$ cat src/rtl/tx_arbiter_pkg.sv
// rtl/tx_arbiter_pkg.sv - shared state encodings, default line terminator and helpers for tx_arbiter
//
// Contents:
//   arb_state_t        3-bit FSM encoding ST_ARB..ST_WAIT_LO
//   DEFAULT_LOCK_CHAR  line terminator that releases a line lock (also used by the console driver)
//   onehot8_to_idx     index of the set bit in an up-to-8-bit one-hot vector
package tx_arbiter_pkg;

    typedef enum logic [2:0] {
        ST_ARB     = 3'd0,
        ST_TAKE    = 3'd1,
        ST_START   = 3'd2,
        ST_WAIT_HI = 3'd3,
        ST_WAIT_LO = 3'd4
    } arb_state_t;

    localparam logic [7:0] DEFAULT_LOCK_CHAR = 8'h0A;

    function automatic logic [2:0] onehot8_to_idx(input logic [7:0] oh);
        logic [2:0] idx;
        idx = '0;
        for (int i = 0; i < 8; i++) begin
            if (oh[i]) begin
                idx = 3'(i);
            end
        end
        return idx;
    endfunction

endpackage

$ cat src/rtl/tx_arbiter_rr_pick.sv
// rtl/tx_arbiter_rr_pick.sv - combinational round-robin picker: first request at or after a start index
//
// Ports:
//   req     in  NREQ  request vector
//   start   in  3     index where the search begins (must be < NREQ)
//   winner  out NREQ  one-hot winner, zero when nothing requests
//   found   out 1     some request was found
module rr_pick #(
    parameter int unsigned NREQ = 4
) (
    input  logic [NREQ-1:0] req,
    input  logic [2:0]      start,
    output logic [NREQ-1:0] winner,
    output logic            found
);

    logic [7:0] req_pad;
    logic [7:0] win_pad;
    logic [3:0] idx;

    assign req_pad = 8'(req);
    assign winner  = win_pad[NREQ-1:0];

    // start < NREQ <= 8, so start + k stays below 2*NREQ and one subtraction wraps it.
    always_comb begin
        win_pad = '0;
        found   = 1'b0;
        idx     = '0;
        for (int k = 0; k < int'(NREQ); k++) begin
            idx = 4'(start) + 4'(k);
            if (idx >= 4'(NREQ)) begin
                idx = idx - 4'(NREQ);
            end
            if (!found && req_pad[idx[2:0]]) begin
                win_pad[idx[2:0]] = 1'b1;
                found             = 1'b1;
            end
        end
    end

endmodule

$ cat src/rtl/tx_arbiter.sv
// rtl/tx_arbiter.sv - round-robin arbiter with line locking in front of serial_tx
//
// Ports:
//   clk100     in  1       system clock
//   reset      in  1       asynchronous active-high reset
//   req_valid  in  NREQ    requester i has a character on its slice
//   req_data   in  8*NREQ  requester i data at [8i+7:8i]
//   req_ready  out NREQ    one-hot, registered; transfer when valid & ready
//   grant      out NREQ    one-hot owner of the transmitter, zero in ARB
//   locked     out 1       line lock held by current/last owner
//   tx_data    out 8       character to serial_tx, held between transfers
//   tx_start   out 1       one-cycle start pulse to serial_tx
//   tx_busy    in  1       serial_tx is shifting
module tx_arbiter
    import tx_arbiter_pkg::*;
#(
    parameter int unsigned NREQ      = 4,
    parameter bit          LOCK_EN   = 1'b1,
    parameter logic [7:0]  LOCK_CHAR = DEFAULT_LOCK_CHAR,
    parameter logic [15:0] IDLE_TO   = 16'd50000,
    parameter int unsigned BUSY_WAIT = 3
) (
    input  logic              clk100,
    input  logic              reset,
    input  logic [NREQ-1:0]   req_valid,
    input  logic [8*NREQ-1:0] req_data,
    output logic [NREQ-1:0]   req_ready,
    output logic [NREQ-1:0]   grant,
    output logic              locked,
    output logic [7:0]        tx_data,
    output logic              tx_start,
    input  logic              tx_busy
);

    arb_state_t  state;
    arb_state_t  state_nxt;

    logic [2:0]  owner;
    logic [2:0]  last_owner;
    logic [2:0]  lock_owner;
    logic [15:0] idle_cnt;
    logic [7:0]  busy_cnt;

    logic [7:0]  valid_pad;
    logic [63:0] data_pad;
    logic [7:0]  elig_pad;
    logic [2:0]  rr_start;
    logic [NREQ-1:0] pick_onehot;
    logic        pick_found;
    logic [2:0]  pick_idx;
    logic        owner_valid;
    logic [7:0]  owner_data;
    logic        idle_count_en;

    assign valid_pad   = 8'(req_valid);
    assign data_pad    = 64'(req_data);
    assign owner_valid = valid_pad[owner];
    assign owner_data  = data_pad[{owner, 3'b000} +: 8];
    assign rr_start    = (last_owner == 3'(NREQ - 1)) ? 3'd0 : last_owner + 3'd1;
    assign pick_idx    = onehot8_to_idx(8'(pick_onehot));

    // A held lock narrows the eligible set to the lock owner alone.
    always_comb begin
        elig_pad = valid_pad;
        if (locked) begin
            elig_pad             = '0;
            elig_pad[lock_owner] = valid_pad[lock_owner];
        end
    end

    rr_pick #(.NREQ(NREQ)) u_rr_pick (
        .req    (elig_pad[NREQ-1:0]),
        .start  (rr_start),
        .winner (pick_onehot),
        .found  (pick_found)
    );

    assign idle_count_en = LOCK_EN && (state == ST_ARB) && locked && !valid_pad[lock_owner];

    always_ff @(posedge clk100 or posedge reset) begin
        if (reset) begin
            state <= ST_ARB;
        end else begin
            state <= state_nxt;
        end
    end

    always_comb begin
        state_nxt = state;
        case (state)
            ST_ARB: begin
                if (pick_found) begin
                    state_nxt = ST_TAKE;
                end
            end
            ST_TAKE: begin
                state_nxt = owner_valid ? ST_START : ST_ARB;
            end
            ST_START: begin
                state_nxt = ST_WAIT_HI;
            end
            ST_WAIT_HI: begin
                // The timeout guards against a busy pulse that never shows up.
                if (tx_busy || (busy_cnt == 8'(BUSY_WAIT - 1))) begin
                    state_nxt = ST_WAIT_LO;
                end
            end
            ST_WAIT_LO: begin
                if (!tx_busy) begin
                    state_nxt = ST_ARB;
                end
            end
            default: begin
                state_nxt = ST_ARB;
            end
        endcase
    end

    always_ff @(posedge clk100 or posedge reset) begin
        if (reset) begin
            owner      <= '0;
            last_owner <= 3'(NREQ - 1);
            lock_owner <= '0;
            locked     <= 1'b0;
            idle_cnt   <= '0;
            busy_cnt   <= '0;
            req_ready  <= '0;
            grant      <= '0;
            tx_data    <= 8'h00;
            tx_start   <= 1'b0;
        end else begin
            req_ready <= '0;
            tx_start  <= 1'b0;

            if (state == ST_ARB && pick_found) begin
                owner     <= pick_idx;
                req_ready <= pick_onehot;
                grant     <= pick_onehot;
            end

            if (state == ST_TAKE) begin
                if (owner_valid) begin
                    tx_data    <= owner_data;
                    last_owner <= owner;
                    tx_start   <= 1'b1;
                    if (LOCK_EN) begin
                        if (owner_data == LOCK_CHAR) begin
                            locked <= 1'b0;
                        end else begin
                            locked     <= 1'b1;
                            lock_owner <= owner;
                        end
                    end
                end else begin
                    grant <= '0;
                end
            end

            if (state == ST_WAIT_LO && !tx_busy) begin
                grant <= '0;
            end

            busy_cnt <= (state == ST_WAIT_HI) ? busy_cnt + 8'd1 : 8'd0;

            // Release on the ARB cycle whose increment would bring the count to
            // IDLE_TO, so the next ARB cycle already arbitrates unlocked.
            if (idle_count_en) begin
                if (idle_cnt >= IDLE_TO - 16'd1) begin
                    locked   <= 1'b0;
                    idle_cnt <= '0;
                end else begin
                    idle_cnt <= idle_cnt + 16'd1;
                end
            end else begin
                idle_cnt <= '0;
            end
        end
    end

endmodule

$ cat config.mk
export PLATFORM = sky130hd
export DESIGN_NAME = tx_arbiter
export DESIGN_NICKNAME = d
export VERILOG_FILES = /design/src/rtl/tx_arbiter_pkg.sv /design/src/rtl/tx_arbiter_rr_pick.sv /design/src/rtl/tx_arbiter.sv
export SDC_FILE = /design/constraint.sdc
export NUM_CORES = 1
export LEC_CHECK = 0
export CORE_ASPECT_RATIO = 0.9
export CORE_MARGIN = 5
export CORE_UTILIZATION = 57
export CTS_BUF_LIST = sky130_fd_sc_hd__clkbuf_16
export DETAILED_ROUTE_END_ITERATION = 6
export HOLD_SLACK_MARGIN = 0.06
export PLACE_DENSITY = 0.86
export SLEW_MARGIN = 25
export SYNTH_ARGS = -nofsm -noshare
export SYNTH_HDL_FRONTEND = slang
export SYNTH_SLANG_ARGS = --single-unit
export TNS_END_PERCENT = 10
$ cat constraint.sdc
create_clock -name clk100 -period 4.55 [get_ports clk100]
set_clock_uncertainty 0.1 [all_clocks]
set_input_delay 0.6825 -clock clk100 [delete_from_list [all_inputs] [get_ports clk100]]
set_output_delay 0.6825 -clock clk100 [all_outputs]
set_load 0.05 [all_outputs]
==> impl_metrics.toml, run 1 <==
[place]
port_buffers = 56
dp_slack_ns = 1.49
gp_congestion = 0.942
post-dp-hpwl_mm = 5.18

[sta]
drv_slew = 0
fin_ws_ns = 1.69
tns_ns = 0
period_needed_ns = 2.86
setup_viol = 0
timing.fmax_mhz = 349
hold_viol_final = 0
max-slew-margin-rel_pct = 44.9
fin_crit_sh_pct = 62.9
worstMarginPinSlew_ns = 0.825
rsz0062_at_grt = "false"

[floorplanning]
die_w_um = 87.0
die_h_um = 79.3
ioPinCount = 57
core-area_mm2 = 0.00522
dieArea_mm2 = 0.00690
initial_utilization_pct = 58.3
rows = 25

[setup_path]
reg2reg_from = "last_owner[0]"
cp-end-kind = "register"
worstPathMaxFanout = 8
startpoint = "last_owner[0]"
arrival_ns = 2.93
worstSetupPathType = "register to register"
worstPathRequired_ns = 4.62
start_kind = "register"

[grt]
grt_pass1_vias = 2360
grt_pass1_wl_mm = 11.4
grt_usage_pct = 21.1
grt.overflow.total = 0
antenna_found_initial = 0
grt_max_degree = 52

[min_path]
hold_class = "register to register"
min_from = "idle_cnt[0]"

[synth]
synth_area_mm2 = 0.00304
yosys_warnings = 0
synth_seq_area_share_pct = 42.0
synthDistinctLibCells = 60
async_flop_share_pct = 100
syn_nets = 339
synth_cells = 291
synth_edf_count = 0
syn_avg_cell_area_um2 = 10.5
ys_ff_latch = 51
synth_ff_type = "dfrtp_1"

[cts]
root_buffer = "clkbuf_16"
cts_made_buffers = 5
cts_sinks = 51
cts_tree = "yes"
ctsLongestPathBuffers = 2
cts_max_level = 2
cts-hold-fix-buffers = 0
clk_latency_ns = 0.29
post_cts_resized = 0
cts_setup_buffers = 0
path_clk_slew_ns = 0.06

[routing]
routed_wl_mm = 6.97
via_per_inst = 5.85
routedWlPerCell_um = 16.8
first_pass_iters = 4
ant_nets = 0
drt-initial-drc-count = 188
drc = 0
via_count = 2422

[final_layout]
finalNetCount = 394
area_growth_pct = 24.5
mostFrequentLayoutCells = "clkdlybuf4s50_1, dfrtp_1, nor2_1"
drive_above_1_share_pct = 13.5
diodes = 0
final_common_cell = "clkdlybuf4s50_1"

[pwr]
ir_drop_v = 0.000728
power_leakage_uw = 0.00158
power_density_mw_per_mm2 = 703
power.total_uw = 2670

[outcome]
outcome = "complete, no violations"

[flow_run]
max_cap_viol_count = 0
cells by family (layout without fill, tap and decap cells):
| logic type | Yosys count | in the layout | share of synthesized area (%) |
|---|---|---|---|
| DFF | 51 | 51 | 42.0 |
| xor gates and xnor gates | 19 | 19 | 5.47 |
| buffers and inverters | 22 | 78 | 3.21 |
| muxes | 30 | 30 | 15.0 |
| AOI/OAI and AO/OA | 57 | 57 | 13.6 |
| adders and majority gates | 9 | 9 | 3.70 |
| and+or+nand+nor | 103 | 103 | 17.1 |
path summary, 6_finish.rpt:
check	end	slack (ns)	cells after the start
min	idle_cnt[0]	0.36	1
min reg2reg	idle_cnt[0]	0.36	1
max	owner[0]	1.69	7
max in group asynchronous	req_ready[2]	3.10	2
max reg2reg	owner[0]	1.69	7
min in group asynchronous	busy_cnt[2]	0.76	2
metrics by stage:
| stage | hold slack [ns] | std cells | area [um2] | util [%] |
|---|---|---|---|---|
| after floorplan | 0.325 | 291 | 3040 | - |
| after global placement | 0.339 | 406 | 3640 | 69.7 |
| after detailed placement | 0.346 | 406 | 3640 | 69.7 |
| after CTS | 0.354 | 414 | 3790 | 72.5 |
| after global routing | 0.387 | 414 | 3790 | 72.6 |
| final | 0.355 | 414 | 3790 | 72.6 |
sequential cells by signal, indices dropped and copies added (netlist names):
name,count
req_ready,4
locked,1
owner,2
busy_cnt,8
last_owner,2
tx_data,8
lock_owner,2
tx_start,1
grant,4
state,3
idle_cnt,16
Yosys cell counts, types with 7 or more instances:
library cell | number | area [um2]
xnor2_1 | 7 | 61.3
and3_1 | 9 | 56.3
ha_1 | 9 | 113
o21ai_0 | 8 | 40.0
a21oi_1 | 14 | 70.1
nand3_1 | 13 | 65.1
nand2_1 | 11 | 41.3
dfrtp_1 | 49 | 1230
xor2_1 | 12 | 105
mux2_2 | 14 | 158
mux4_2 | 11 | 248
nor2_1 | 42 | 158
inv_1 | 14 | 52.6
metal layers:
metal / vias up / global-route usage, % / share of wire (%)
met4: 0 / 6.39 / 1.4
met3: 9 / 4.56 / 8.7
met1: 1140 / 29.1 / 44
met5: - / 0 / 0
met2: 104 / 33.3 / 46
li1: 1169 / - / -
power by group:
part	switching (uW)	leakage, uW	internal (uW)	total (uW)
registers	164	0.000664	591	755
clock network	156	0.0000674	203	359
logic	916	0.000846	636	1550
total	1240	0.00158	1430	2670
final cells by class:
| type | instances | area (um2) |
|---|---|---|
| inverter | 14 | 53.8 |
| sequential | 51 | 1280 |
| clock inverter | 3 | 20.0 |
| tap | 67 | 83.8 |
| clock buffer | 5 | 125 |
| multi-input combinational | 218 | 1670 |
| timing repair buffer | 56 | 561 |
| fill | 358 | 1430 |
worst max-delay path, stage by stage, from the launching register on:
cell and delay, ns:
dfstp_2 0.61, ha_1 0.26, or2_1 0.31, mux4_2 0.63, mux2i_1 0.17, a311oi_2 0.37, nand2_1 0.10, o22a_1 0.20
Power figures use the tool's default switching activity.
==> run 2: changes to the inputs <==
Settings changed: CORE_UTILIZATION 57 to 47, PLACE_DENSITY 0.86 to 0.76.
Clock period 4.55 ns to 2.6 ns, I/O delays scaled along.
==> run 2 against run 1 <==
Against the previous run:
- maximum frequency is 17% higher
- worst hold slack worse by 0.039 ns
- cell count is 11% higher
- register-to-register slack worse by 1.5 ns
- power is 94% higher
- global-route usage is 2.1 points lower
- sequential share of layout area is 2.3 points lower
- clock-buffer cell count stayed put
- first-iteration DRC count is 30% lower
- critical path depth stayed put
- utilization is 7.2 points lower
- critical endpoint unchanged
==> impl_metrics.toml, run 2 (same netlist as run 1, synthesis figures left out) <==
[final_layout]
final_common_cell = "clkdlybuf4s50_1"
diodes = 0
regMostFlops = "idle_cnt"
fin_cells = 461
drive_above_1_share_pct = 20.9
fillers = 509
largest_reg_flops = 16
reg_top3 = "idle_cnt: 16 flops, busy_cnt: 8 flops, tx_data: 8 flops"
finalNetCount = 421
mostFrequentLayoutCells = "clkdlybuf4s50_1, dfrtp_1, nor2_1"
area_growth_pct = 33.5

[pwr]
p_sw_uw = 2260
ir_drop_v = 0.000707
power_density_mw_per_mm2 = 1270
switching_share_pct = 43.7
intPower_uw = 2900
power.total_uw = 5160
clkPwrFrac_pct = 14.2
comb_power_share_pct = 60.7
power_leakage_uw = 0.00173
p_seq_share_pct = 25.2

[place]
gp_congestion = 0.869
post-dp-hpwl_mm = 5.79
dp_slack_ns = -0.0140
placedCellCount = 453
port_buffers = 56

[setup_path]
arrival_ns = 2.52
cp_num_buf_inv = 0
r2r_cells = 7
worstSetupPathType = "register to register"
rrSetupSlack_ns = 0.16
endpoint = "owner[0]"
reg2reg_from = "last_owner[1]"
start_kind = "register"
r2r_end = "owner[0]"
worstSetupPathDepth = 7
cp_top_family = "multiplexers"
crit_path_max_incr_delay_ns = 0.60
crit_slowest_cell = "mux4_2"
worstPathRequired_ns = 2.68
worstPathMaxFanout = 6
cp-end-kind = "register"
path_cells = "ha_1 > or2_1 > mux4_2 > mux2i_1 > a311oi_2 > nand2_1 > o22a_1"
startpoint = "last_owner[1]"

[routing]
routed_wl_mm = 7.40
drt-initial-drc-count = 131
routedWlPerCell_um = 16.1
via_per_inst = 5.45
via_count = 2511
drc = 0
first_pass_iters = 4
ant_nets = 0

[sta]
tns_ns = 0
drv_slew = 0
timing.fmax_mhz = 410
setup_viol = 0
period_needed_ns = 2.44
hold_viol_final = 0
fin_crit_sh_pct = 93.8
rsz0062_at_grt = "false"
fin_ws_ns = 0.160
max-slew-margin-rel_pct = 65.1
worstMarginPinSlew_ns = 0.521

[grt]
met2_usage_pct = 31.7
grt_pass1_wl_mm = 12.3
antenna_found_initial = 0
met1_usage_pct = 25.5
busiest_layer = "met2"
grt_pass1_vias = 2522
grt_usage_pct = 19.0
grt.overflow.total = 0
grt_util_met3_pct = 3.73
grt_max_degree = 22

[cts]
cts_sinks = 51
ctsLongestPathBuffers = 2
cts_setup_buffers = 0
post_cts_resized = 0
cts_tree = "yes"
cts-hold-fix-buffers = 0
cts_max_level = 2
path_clk_slew_ns = 0.07
cts_made_buffers = 5
root_buffer = "clkbuf_16"
clk_latency_ns = 0.29

[flow_run]
max_cap_viol_count = 0

[outcome]
outcome = "complete, no violations"

[min_path]
hold_class = "primary input to async pin"

[floorplanning]
die_w_um = 94.8
initial_utilization_pct = 49.0
dieArea_mm2 = 0.00819
rows = 27
core-area_mm2 = 0.00622
die_h_um = 86.4
ioPinCount = 57
-- run 2: worst min-delay path by stage --
stage | from | endpoint
2_1_floorplan | idle_cnt[0] | idle_cnt[0]
6_report | reset | busy_cnt[3]
5_1_grt | reset | busy_cnt[3]
3_3_place_gp | idle_cnt[0] | idle_cnt[0]
3_5_place_dp | idle_cnt[0] | idle_cnt[0]
4_1_cts | reset | idle_cnt[11]
-- run 2: metrics by stage --
step / hold WS, ns / instance area, um2 / utilization [%]
after floorplan: 0.325 / 3040 / -
after global placement: 0.345 / 3880 / 62.5
after detailed placement: 0.352 / 3880 / 62.5
after CTS: 0.332 / 4050 / 65.1
after global routing: 0.364 / 4070 / 65.4
final: 0.316 / 4070 / 65.4
-- run 2: layer usage --
layer,vias up,part of all wire [%]
met5,-,0
met4,0,0.85
met3,4,6.2
met2,67,48
met1,1222,45
li1,1218,-
-- run 2: power groups by stage --
stage                     clock network (uW)  registers, uW  logic, uW
final                                    732           1300       3130
after global routing                     779           1340       3370
after CTS                                743           1300       3090
after detailed placement                   0           1310       3070
after global placement                     0           1300       3040
after floorplan                            0           1660       1670
-- run 2: area by class of cell --
class | count | area (um2) | area share [%]
sequential | 51 | 1280 | 31.5
timing repair buffer | 83 | 776 | 19.1
inverter | 14 | 52.6 | 1.29
tap | 87 | 109 | 2.68
clock buffer | 5 | 125 | 3.08
multi-input combinational | 218 | 1680 | 41.4
clock inverter | 3 | 38.8 | 0.954
